$ cat config.mk
export PLATFORM = sky130hd
export DESIGN_NAME = deserializer
export DESIGN_NICKNAME = d
export VERILOG_FILES = /design/src/rtl/deserializer.sv
export SDC_FILE = /design/constraint.sdc
export NUM_CORES = 1
export LEC_CHECK = 0
export CAP_MARGIN = 20
export CORE_ASPECT_RATIO = 1.75
export CORE_MARGIN = 3
export CORE_UTILIZATION = 41
export CTS_BUF_LIST = sky130_fd_sc_hd__clkbuf_16
export DETAILED_ROUTE_END_ITERATION = 12
export PLACE_DENSITY = 0.65
export SLEW_MARGIN = 20
export SYNTH_ARGS = -nofsm -noshare
export SYNTH_HDL_FRONTEND = slang
export SYNTH_SLANG_ARGS = --single-unit
$ cat constraint.sdc
create_clock -name clk_i -period 2.05 [get_ports clk_i]
set_input_delay 0.41 -clock clk_i [delete_from_list [all_inputs] [get_ports clk_i]]
set_output_delay 0.41 -clock clk_i [all_outputs]
set_load 0.01 [all_outputs]
$ cat src/rtl/deserializer.sv
// Serial-to-parallel stage: packs an MSB-first bit stream into left-aligned words with a bit count.
// A word ends on its W-th bit or when valid drops; one-cycle registered output pulse.
module deserializer #(
  parameter int DATA_BUS_WIDTH = 16,
  parameter int DATA_MOD_WIDTH = $clog2(DATA_BUS_WIDTH)
) (
  input  logic                      clk_i,
  input  logic                      srst_i,
  input  logic                      ser_data_i,
  input  logic                      ser_data_val_i,
  output logic [DATA_BUS_WIDTH-1:0] deser_data_o,
  output logic [DATA_MOD_WIDTH-1:0] deser_data_mod_o,
  output logic                      deser_data_val_o,
  output logic                      frame_err_o
);

  localparam logic IDLE_S = 1'b0;
  localparam logic RECV_S = 1'b1;

  localparam logic [DATA_MOD_WIDTH-1:0] LAST_CNT = DATA_MOD_WIDTH'(DATA_BUS_WIDTH - 1);
  localparam logic [DATA_MOD_WIDTH-1:0] MIN_CNT  = DATA_MOD_WIDTH'(3);

  logic                      state_q, state_d;
  logic [DATA_MOD_WIDTH-1:0] cnt_q, cnt_d;
  logic [DATA_BUS_WIDTH-1:0] buf_q, buf_d;
  logic [DATA_BUS_WIDTH-1:0] data_q, data_d;
  logic [DATA_MOD_WIDTH-1:0] mod_q, mod_d;
  logic                      val_q, val_d;
  logic                      err_q, err_d;
  logic [DATA_MOD_WIDTH-1:0] pos;

  always_comb begin
    state_d = state_q;
    cnt_d   = cnt_q;
    buf_d   = buf_q;
    data_d  = data_q;
    mod_d   = mod_q;
    val_d   = 1'b0;
    err_d   = 1'b0;
    pos     = LAST_CNT - cnt_q;

    case (state_q)
      IDLE_S: begin
        if (ser_data_val_i) begin
          buf_d                   = '0;
          buf_d[DATA_BUS_WIDTH-1] = ser_data_i;
          cnt_d                   = DATA_MOD_WIDTH'(1);
          state_d                 = RECV_S;
        end
      end
      default: begin
        if (ser_data_val_i) begin
          if (cnt_q == LAST_CNT) begin
            data_d  = {buf_q[DATA_BUS_WIDTH-1:1], ser_data_i};
            mod_d   = '0;
            val_d   = 1'b1;
            buf_d   = '0;
            cnt_d   = '0;
            state_d = IDLE_S;
          end else begin
            buf_d[pos] = ser_data_i;
            cnt_d      = cnt_q + DATA_MOD_WIDTH'(1);
          end
        end else begin
          // Gap closes the frame; 1- or 2-bit remnants are dropped as errors.
          if (cnt_q >= MIN_CNT) begin
            data_d = buf_q;
            mod_d  = cnt_q;
            val_d  = 1'b1;
          end else begin
            err_d = 1'b1;
          end
          cnt_d   = '0;
          state_d = IDLE_S;
        end
      end
    endcase
  end

  always_ff @(posedge clk_i or posedge srst_i) begin
    if (srst_i) begin
      state_q <= IDLE_S;
      cnt_q   <= '0;
      buf_q   <= '0;
      data_q  <= '0;
      mod_q   <= '0;
      val_q   <= 1'b0;
      err_q   <= 1'b0;
    end else begin
      state_q <= state_d;
      cnt_q   <= cnt_d;
      buf_q   <= buf_d;
      data_q  <= data_d;
      mod_q   <= mod_d;
      val_q   <= val_d;
      err_q   <= err_d;
    end
  end

  assign deser_data_o     = data_q;
  assign deser_data_mod_o = mod_q;
  assign deser_data_val_o = val_q;
  assign frame_err_o      = err_q;

endmodule
==> results_dict.tcl <==
set metrics [dict create \
    yosysSeqAreaShare_pct 55.84 \
    fin_crit_ns 1.788 \
    remaining_drc_errors 0 \
    vias 1339 \
    drv_slew 0 \
    ys_top_cells_by_area "dfrtp_1 56%, mux2_4 7.8%, o21ai_0 4.2%" \
    portBuffers 25 \
    crit_fanout 10 \
    regArea_um2 1076 \
    min_path_type "flip-flop to flip-flop" \
    setup_tns_ns 0 \
    grt_pass1_vias 1392 \
    multi_input_area_um2 772.0 \
    timing.fmax_ghz 0.5592 \
    final_common_cell "dfrtp_1" \
    ir_drop_mv 0.6413 \
    hp-start "deser_data_mod_o[0]" \
    area_delta_synth_final_pct 28.90 \
    placed_area_um2 2295 \
    ctsHoldBuffers 0 \
    p_total_mw 2.328 \
    finalSetupViolations 0 \
    ant_nets 0 \
    grt.total_usage_pct 14.83 \
    via_per_inst 5.356 \
    cts_setup_buffers 0 \
    dp_hpwl_mm 2.740 \
    antenna_found_initial 0 \
    hold_violations 0 \
    cpMaxStageDelayCell "ha_1" \
    ys_warn_count 0 \
    ys_ff_latch 43 \
    clk_latency_ns 0.28 \
    cp_cell_sequence "ha_1 -> a21boi_1 -> o32ai_4 -> buf_4 -> mux2_1" \
    synth_cells 163 \
    endpoint_kind "flip-flop" \
    rsz0062_at_grt "false" \
    synth_edf_count 0 \
    cts_tree "built" \
    io-pin-count 26 \
    drt_iter0_markers 22 \
    die_x_um 57.82 \
    grt_max_degree 44 \
    clockRootBuffer "clkbuf_16" \
    nets 206 \
    worstSetupPathType "flip-flop to flip-flop" \
    period_share_pct 87.23 \
    max_stage_delay_ns 0.40 \
    first_pass_iters 4 \
    synth.top_cell.area_share_pct 55.84 \
    final_area_um2 2484 \
    async_reset_ff_share_pct 100.0 \
    cts.path.max_buffers 2 \
    cp-start-kind "flip-flop" \
    cp.arrival_ns 1.95 \
    ctsResizeCount 0 \
    ys.flop_type "dfrtp_1" \
    synth_area_per_cell_um2 11.82 \
    cts_buffers 5 \
    syn_nets 171 \
    cap_viol_max_count 0 \
    n_antenna_cell 0 \
    layout_common_cells "43 x dfrtp_1, 25 x clkdlybuf4s50_1, 16 x o21ai_0, 11 x nand2_1, 11 x buf_4" \
    relSlewSlack_pct 65.20 \
    grt_overflow 0 \
    power.density_nw_per_um2 937.2 \
    fillers 395 \
    finClkSkew_ns 0.005257 \
    drive_gt1_share_pct 17.09 \
    place.gp.congestion 0.8250 \
    wl_per_cell_um 14.91 \
    worst_slew_pin_slew_ns 0.5220 \
    grt_pass1_wl_mm 6.506 \
    crit_family "adder cells" \
    clock_sinks 43 \
    core_um2 4484 \
    reg2reg_from "cnt_q[0]" \
    worst_ep_required_time_ns 2.21 \
    start_util_pct 42.97 \
    fp.dieH_um 96.69 \
    synth_area_leader_cell "dfrtp_1" \
    num_rows 32 \
    syn_area_um2 1927 \
    power.leakage_nw 1.109 \
    path_clk_slew_ns 0.06 \
    crit_path_start "cnt_q[0]" \
    outcome "completed" \
    die-area_um2 5590 \
    htree_num_levels 2 \
    synth.distinct_cells 35 \
    drt_wl_total_mm 3.727 \
    crit_buf_inv 1 \
]
==> metal layers <==
| metal | global-route usage (%) | share of wire [%] | vias up |
|---|---|---|---|
| met5 | 0 | 0 | - |
| met4 | 6.429 | 2.1 | 0 |
| met3 | 4.272 | 3.5 | 9 |
| met2 | 25.70 | 53 | 25 |
| met1 | 16.20 | 41 | 651 |
| li1 | - | - | 654 |
==> cell usage after synthesis, types with 3 or more instances <==
cell type,count
ha_1,4
a21oi_1,3
o21ai_0,16
nor2_1,7
nand2b_1,3
dfrtp_1,43
buf_2,6
nand2_1,11
o22ai_1,10
mux2_1,7
nand3_1,7
inv_1,7
mux2_4,10
==> registers in the layout (all words and copies together) (netlist names) <==
register / count
deser_data_mod_o: 4
deser_data_val_o: 1
buf_q: 16
frame_err_o: 1
state_q: 1
deser_data_o: 16
cnt_q: 4
==> per-stage QoR <==
stage,setup WS [ns],cells,hold slack (ns),util [%]
4_1_cts,0.2543,250,0.4926,55.39
3_3_place_gp,0.04806,242,0.4708,51.17
3_5_place_dp,0.02761,242,0.4751,51.17
2_1_floorplan,0.3807,163,0.4523,-
5_1_grt,0.1603,250,0.4987,55.39
6_report,0.2617,250,0.4873,55.39
==> final timing paths <==
check,end,slack [ns],cells past startpoint
worst max-delay path,deser_data_mod_o[1],0.26,5
worst min-delay path,deser_data_mod_o[0],0.49,1
worst max register to register,deser_data_mod_o[1],0.26,5
worst min register to register,deser_data_mod_o[0],0.49,1
max in group asynchronous,deser_data_o[14],1.13,3
min in group asynchronous,deser_data_o[9],0.57,3
==> layout make-up <==
class / count / share of cell area [%]
sequential: 43 / 43.32
multi-input combinational: 103 / 31.08
timing repair buffer: 37 / 14.21
clock buffer: 5 / 5.038
clock inverter: 3 / 2.569
tap: 51 / 2.569
inverter: 8 / 1.209
==> report_power, final <==
group          switching [mW]  internal (mW)
registers              0.0414          0.923
logic                   0.167          0.194
clock network           0.308          0.693
total                   0.517           1.81
==> kinds of logic after synthesis <==
logic type,Yosys count,synth area share [%]
compound gates,40,13.31
flops,43,55.84
fa+ha+maj,4,2.598
mux,20,13.51
buf+inv,17,4.676
simple gates,39,10.07
Note: power is estimated with default switching activity, not from simulation.
